## src/rtl/if_stage_pkg.sv

```systemverilog
// Shared definitions for the instruction-fetch stage: word width, the fetch
// FSM state encoding, and the default no-op instruction.
package if_stage_pkg;

    localparam int WORD_W = 32;

    localparam logic [WORD_W-1:0] NOP_INSTR_DEF = 32'h0000_0000;

    typedef enum logic [1:0] {
        ST_FETCH = 2'd0,  // request outstanding at pc
        ST_HOLD  = 2'd1,  // word parked in skid buffer, waiting for freeze to drop
        ST_DRAIN = 2'd2   // stale request must finish before fetching the redirect target
    } fetch_state_e;

    // Word-aligned increment; wraps modulo 2^32 naturally.
    function automatic logic [WORD_W-1:0] pc_plus4(input logic [WORD_W-1:0] pc);
        return pc + 32'd4;
    endfunction

    function automatic logic [WORD_W-1:0] word_align(input logic [WORD_W-1:0] a);
        return {a[WORD_W-1:2], 2'b00};
    endfunction

endpackage

```

## src/rtl/if_stage_if.sv

```systemverilog
// Instruction-memory request/ready handshake. The fetch stage is the master;
// the memory (or a bench model of it) is the slave.
interface if_stage_if;
    import if_stage_pkg::*;

    logic              imem_req;
    logic [WORD_W-1:0] imem_addr;
    logic              imem_ready;
    logic [WORD_W-1:0] imem_rdata;

    modport master (
        output imem_req,
        output imem_addr,
        input  imem_ready,
        input  imem_rdata
    );

    modport slave (
        input  imem_req,
        input  imem_addr,
        output imem_ready,
        output imem_rdata
    );

endinterface

```

## src/rtl/if_id_reg.sv

```systemverilog
// IF/ID pipeline register: holds PC+4, the instruction word and a valid flag.
// Flush beats load beats bubble; with none asserted everything holds.
module if_id_reg
    import if_stage_pkg::*;
#(
    parameter logic [WORD_W-1:0] NOP_INSTR = NOP_INSTR_DEF
) (
    input  logic              clk,
    input  logic              rst,
    input  logic              i_flush,
    input  logic              i_load,
    input  logic              i_bubble,
    input  logic [WORD_W-1:0] i_pc,
    input  logic [WORD_W-1:0] i_instr,
    output logic [WORD_W-1:0] o_pc,
    output logic [WORD_W-1:0] o_instr,
    output logic              o_valid
);

    logic [WORD_W-1:0] r_pc;
    logic [WORD_W-1:0] r_instr;
    logic              r_valid;

    // Register update: reset/flush inject a NOP, load captures, bubble clears valid only.
    always_ff @(posedge clk) begin
        if (rst || i_flush) begin
            r_pc    <= '0;
            r_instr <= NOP_INSTR;
            r_valid <= 1'b0;
        end else if (i_load) begin
            r_pc    <= i_pc;
            r_instr <= i_instr;
            r_valid <= 1'b1;
        end else if (i_bubble) begin
            r_valid <= 1'b0;
        end
    end

    assign o_pc    = r_pc;
    assign o_instr = r_instr;
    assign o_valid = r_valid;

endmodule

```

## src/rtl/if_stage.sv

```systemverilog
// Instruction-fetch stage: owns the PC, drives the imem handshake, parks a
// word in a one-entry skid buffer when decode is frozen, and handles execute
// redirects (including draining a request that was already in flight).
module if_stage
    import if_stage_pkg::*;
#(
    parameter logic [WORD_W-1:0] RESET_PC  = 32'h0000_0000,
    parameter logic [WORD_W-1:0] NOP_INSTR = NOP_INSTR_DEF
) (
    input  logic              clk,
    input  logic              rst,
    input  logic              freeze,
    input  logic              branch_taken,
    input  logic [WORD_W-1:0] branch_address,
    if_stage_if.master        imem,
    output logic [WORD_W-1:0] PC,
    output logic [WORD_W-1:0] Instruction,
    output logic              valid
);

    fetch_state_e      r_state;
    logic [WORD_W-1:0] r_pc;        // next fetch address (redirect target while draining)
    logic [WORD_W-1:0] r_addr;      // address of the outstanding request
    logic [WORD_W-1:0] r_skid_pc;
    logic [WORD_W-1:0] r_skid_instr;

    logic [WORD_W-1:0] w_pc_inc;
    logic [WORD_W-1:0] w_target;
    logic              w_accept;
    logic              w_load;
    logic              w_bubble;
    logic [WORD_W-1:0] w_ld_pc;
    logic [WORD_W-1:0] w_ld_instr;

    assign w_pc_inc = pc_plus4(r_pc);
    assign w_target = word_align(branch_address);
    assign w_accept = (r_state == ST_FETCH) && imem.imem_ready;

    // Request is a decode of state; forced low while reset is asserted so a
    // mid-handshake reset withdraws it immediately.
    assign imem.imem_req  = !rst && (r_state != ST_HOLD);
    assign imem.imem_addr = r_addr;

    // Fetch FSM, PC, request address and skid buffer. Redirect wins over
    // freeze and ready; reset wins over everything.
    always_ff @(posedge clk) begin
        if (rst) begin
            r_state      <= ST_FETCH;
            r_pc         <= word_align(RESET_PC);
            r_addr       <= word_align(RESET_PC);
            r_skid_pc    <= '0;
            r_skid_instr <= NOP_INSTR;
        end else if (branch_taken) begin
            r_pc <= w_target;
            case (r_state)
                ST_FETCH: begin
                    if (imem.imem_ready) begin
                        r_state <= ST_FETCH;
                        r_addr  <= w_target;
                    end else begin
                        // keep r_addr: the in-flight request finishes at its old address
                        r_state <= ST_DRAIN;
                    end
                end
                ST_HOLD: begin
                    r_state <= ST_FETCH;
                    r_addr  <= w_target;
                end
                default: r_state <= ST_DRAIN;
            endcase
        end else begin
            case (r_state)
                ST_FETCH: begin
                    if (imem.imem_ready) begin
                        r_pc   <= w_pc_inc;
                        r_addr <= w_pc_inc;
                        if (freeze) begin
                            r_skid_pc    <= w_pc_inc;
                            r_skid_instr <= imem.imem_rdata;
                            r_state      <= ST_HOLD;
                        end
                    end
                end
                ST_HOLD: begin
                    if (!freeze)
                        r_state <= ST_FETCH;
                end
                ST_DRAIN: begin
                    if (imem.imem_ready) begin
                        r_state <= ST_FETCH;
                        r_addr  <= r_pc;
                    end
                end
                default: r_state <= ST_FETCH;
            endcase
        end
    end

    // IF/ID control: load from memory or from the skid buffer; bubble when
    // FETCH gets no word and decode is free to move on.
    always_comb begin
        w_load     = 1'b0;
        w_bubble   = 1'b0;
        w_ld_pc    = w_pc_inc;
        w_ld_instr = imem.imem_rdata;
        if (!branch_taken) begin
            if (r_state == ST_HOLD) begin
                w_load     = !freeze;
                w_ld_pc    = r_skid_pc;
                w_ld_instr = r_skid_instr;
            end else if (r_state == ST_FETCH) begin
                w_load   = w_accept && !freeze;
                w_bubble = !imem.imem_ready && !freeze;
            end
        end
    end

    if_id_reg #(
        .NOP_INSTR (NOP_INSTR)
    ) u_if_id (
        .clk      (clk),
        .rst      (rst),
        .i_flush  (branch_taken),
        .i_load   (w_load),
        .i_bubble (w_bubble),
        .i_pc     (w_ld_pc),
        .i_instr  (w_ld_instr),
        .o_pc     (PC),
        .o_instr  (Instruction),
        .o_valid  (valid)
    );

endmodule

```

## src/flat_wrapper.sv

```systemverilog
// flat-port wrapper written by rule: the top's interface ports become plain ports
module if_stage_flat import if_stage_pkg::*;
#(
    parameter logic [WORD_W-1:0] RESET_PC  = 32'h0000_0000,
    parameter logic [WORD_W-1:0] NOP_INSTR = NOP_INSTR_DEF
)
  (clk, rst, freeze, branch_taken, branch_address, PC, Instruction, valid, imem_imem_req, imem_imem_addr, imem_imem_ready, imem_imem_rdata);
  if_stage_if imem_i ();
  input  logic clk;
  input  logic rst;
  input  logic freeze;
  input  logic branch_taken;
  input  logic [WORD_W-1:0] branch_address;
  output logic [WORD_W-1:0] PC;
  output logic [WORD_W-1:0] Instruction;
  output logic valid;
  output wire logic [$bits(imem_i.imem_req)-1:0] imem_imem_req;
  output wire logic [$bits(imem_i.imem_addr)-1:0] imem_imem_addr;
  input wire logic [$bits(imem_i.imem_ready)-1:0] imem_imem_ready;
  input wire logic [$bits(imem_i.imem_rdata)-1:0] imem_imem_rdata;
  assign imem_imem_req = imem_i.imem_req;
  assign imem_imem_addr = imem_i.imem_addr;
  assign imem_i.imem_ready = imem_imem_ready;
  assign imem_i.imem_rdata = imem_imem_rdata;
  if_stage #(.RESET_PC(RESET_PC), .NOP_INSTR(NOP_INSTR)) u_core (.clk(clk), .rst(rst), .freeze(freeze), .branch_taken(branch_taken), .branch_address(branch_address), .imem(imem_i), .PC(PC), .Instruction(Instruction), .valid(valid));
endmodule
```

## config.mk

```make
export PLATFORM = sky130hd
export DESIGN_NAME = if_stage_flat
export DESIGN_NICKNAME = d
export VERILOG_FILES = /design/src/rtl/if_stage_pkg.sv /design/src/rtl/if_stage_if.sv /design/src/rtl/if_id_reg.sv /design/src/rtl/if_stage.sv /design/src/flat_wrapper.sv
export SDC_FILE = /design/constraint.sdc
export NUM_CORES = 1
export LEC_CHECK = 0
export ABC_AREA = 1
export CORE_MARGIN = 8
export CORE_UTILIZATION = 52
export CTS_CLUSTER_DIAMETER = 30
export DETAILED_ROUTE_END_ITERATION = 8
export PLACE_DENSITY = 0.86
export SLEW_MARGIN = 10
export SYNTH_ARGS = -nofsm -noshare
export SYNTH_HDL_FRONTEND = slang
export SYNTH_SLANG_ARGS = --single-unit
```

## constraint.sdc

```tcl
create_clock -name clk -period 2.96 [get_ports clk]
set_input_delay 0.592 -clock clk [delete_from_list [all_inputs] [get_ports clk]]
set_output_delay 0.592 -clock clk [all_outputs]
set_load 0.02 [all_outputs]
```

==> results.toml <==
[logic_synthesis]
syn_avg_cell_area_um2 = 6.901
async_flop_share_pct = 0
yosysWarningCount = 0
synth_cell_type_count = 34
netlist_instances = 1265
ys_ff_latch = 187
synth_ff_type = "dfxtp_1"
yosysTopAreaCellShare_pct = 42.88
yosysMostFrequentCell = "nand2_1"
synthesis.area_mm2 = 0.008730
yosysSeqAreaShare_pct = 42.88
synthTopCellsByArea = "dfxtp_1 (43%), nand2_1 (11%), a21oi_1 (10%)"
netlist_top_cells_count = "nand2_1 (245), dfxtp_1 (187), a21oi_1 (179)"
synth_edf_count = 0
synth_area_leader_cell = "dfxtp_1"

[finish]
drive_above_1_share_pct = 4.953
fill_cells = 1419
fin_area_mm2 = 0.01101
syn2layout_area_growth_pct = 26.13
nNetsFinal = 1450

[detailed_routing]
drtIter0Drc = 808
routedWlPerCell_um = 16.42
drc = 0
dr_total_vias = 9020
ant_nets = 0
firstDrtPassIters = 6
wl_mm = 26.50
routed_via_density = 5.589

[clock_network]
cts_tree = "built"
post_cts_buffers = 0
cts.sinks = 187
postCtsHoldBufs = 0
clock_path_buffers = 2
clkTransAtPathRegs_ns = 0.06
numCtsBuffers = 17
clock_latency_ns = 0.44
cts.repair.resized = 0
root_buffer = "clkbuf_16"
cts_max_level = 4

[sta]
clock_skew_ns = 0.009461
rsz0062_at_grt = "false"
drv_slew = 0
period_share_pct = 92.57
max_clock_freq_mhz = 365.0
setup_viol = 0
setup-tns-final_ns = 0
layout_setup_ws_ns = 0.2200
fin_crit_ns = 2.740
worstMarginPinSlew_ns = 0.6992
slew_headroom_pct = 53.39
final_hold_viol_count = 0

[setup_path]
crit_path_frequent_cell = "inv_1"
ff2ff_path_depth = 6
crit_cells = 5
path_max_fanout = 10
cp-start-kind = "flop"
cp-end-kind = "primary output"
worstPathArrival_ns = 2.15
critPathTopFamily = "buffers and inverters"
crit_path_top_delay_cell = "clkdlybuf4s50_1"
critPathRequiredTime_ns = 2.37
reg2reg_slack_ns = 0.87
path_buf_inv = 3
timing_worst_setup_path_type = "reg2out"
max_stage_delay_ns = 0.65
crit_chain = "inv_1, nand2_1, inv_1, nor2_1, clkdlybuf4s50_1"

[global_routing]
grt_pass1_vias = 8337
grt_max_degree = 73
grt_most_used_layer = "met2"
grt_pass1_wl_mm = 42.12
met3_usage_pct = 4.913
grt-ovfl-total = 0
antenna_found_initial = 1
grt_util_met1_pct = 29.86
use_met2_pct = 40.28
track_usage_pct = 24.05

[pwr]
peakVddDrop_v = 0.0004367
power.density_mw_per_mm2 = 544.9
p_leak_nw = 4.473

[worst_hold_path]
min_path_cells = 1
hp-class = "reg2reg"

[placed_design]
place_area_mm2 = 0.01038
numPortBuffers = 160
dpl_worst_slack_ns = 0.5125
hpwl_mm = 17.55
place_congestion = 0.9364

[outcome]
status = "complete, no violations"

[die]
initial_core_util_pct = 52.83
pin_count = 167
row_count = 47
coreArea_mm2 = 0.01652
die_x_um = 145.6
fp.dieH_um = 145.6
dieArea_mm2 = 0.02119

[job]
cap_violations = 0
## cells by family (layout without fill, tap and decap cells)
kind of cell,Yosys count,after routing,synth area share (%)
compound gates,427,427,26.56
xor+xnor,8,8,0.8027
fa+ha+maj,1,1,0.1433
flops,187,187,42.88
other cells,1,5,0.04296
simple gates,442,442,20.11
buf+inv,199,324,9.460
## through the flow
stage | hold slack [ns] | std cells | util [%] | total power [W]
after floorplan | 0.4554 | 1268 | - | 0.003278
after CTS | 0.4678 | 1613 | 66.62 | 0.006005
after global placement | 0.4460 | 1581 | 62.82 | 0.003603
final | 0.4656 | 1614 | 66.63 | 0.005999
after global routing | 0.4813 | 1614 | 66.63 | 0.006226
after detailed placement | 0.4541 | 1581 | 62.82 | 0.003623
## state kept, by name (all words and copies together) (netlist names)
| signal | cells |
|---|---|
| u_core.r_skid_instr | 32 |
| u_core.u_if_id.o_instr | 32 |
| u_core.r_skid_pc | 30 |
| u_core.u_if_id.o_valid | 1 |
| u_core.r_state | 2 |
| u_core.u_if_id.o_pc | 30 |
| u_core.r_pc | 30 |
| u_core.imem.imem_addr | 30 |
## layer usage
layer	vias up	part of all wire (%)
li1	4412	-
met1	4106	42
met2	450	47
met3	52	8.5
met4	0	2.4
met5	-	0
## layout by cell type, fill, tap and decap left out, drive strengths merged, types with 3 or more instances in the layout
cell             n
nand2          248
o21bai           5
conb             4
a21oi          180
bufinv           3
nand3           52
xor2             3
xnor2            5
buf             22
clkbuf          20
o21a            29
o211ai           6
o22ai           33
nor2           139
clkdlybuf4s50  158
o21ai          153
clkinv           9
a31oi           19
inv            112
dfxtp          187
## path summary, 6_finish.rpt
check / endpoint / startpoint
worst max-delay path: imem_imem_req / u_core.r_state[1]
worst min-delay path: u_core.u_if_id.o_instr[0] / u_core.u_if_id.o_instr[0]
worst max register to register: u_core.u_if_id.o_instr[11] / u_core.r_state[0]
worst min register to register: u_core.u_if_id.o_instr[0] / u_core.u_if_id.o_instr[0]
## layout make-up
cell class	instances	area, um^2	area share (%)
clock inverter	12	161.4	1.466
sequential	187	3744	34.00
tap	220	275.3	2.500
timing repair buffer	180	1767	16.05
antenna	1	2.502	0.02273
clock buffer	20	466.7	4.239
multi-input combinational	882	4174	37.91
inverter	112	420.4	3.818
## power breakdown
part           total [W]  internal (W)  switching (W)
registers        0.00272       0.00264      0.0000816
clock network    0.00241       0.00141        0.00101
logic           0.000865      0.000347       0.000518
(Power assumes the default switching activity.)
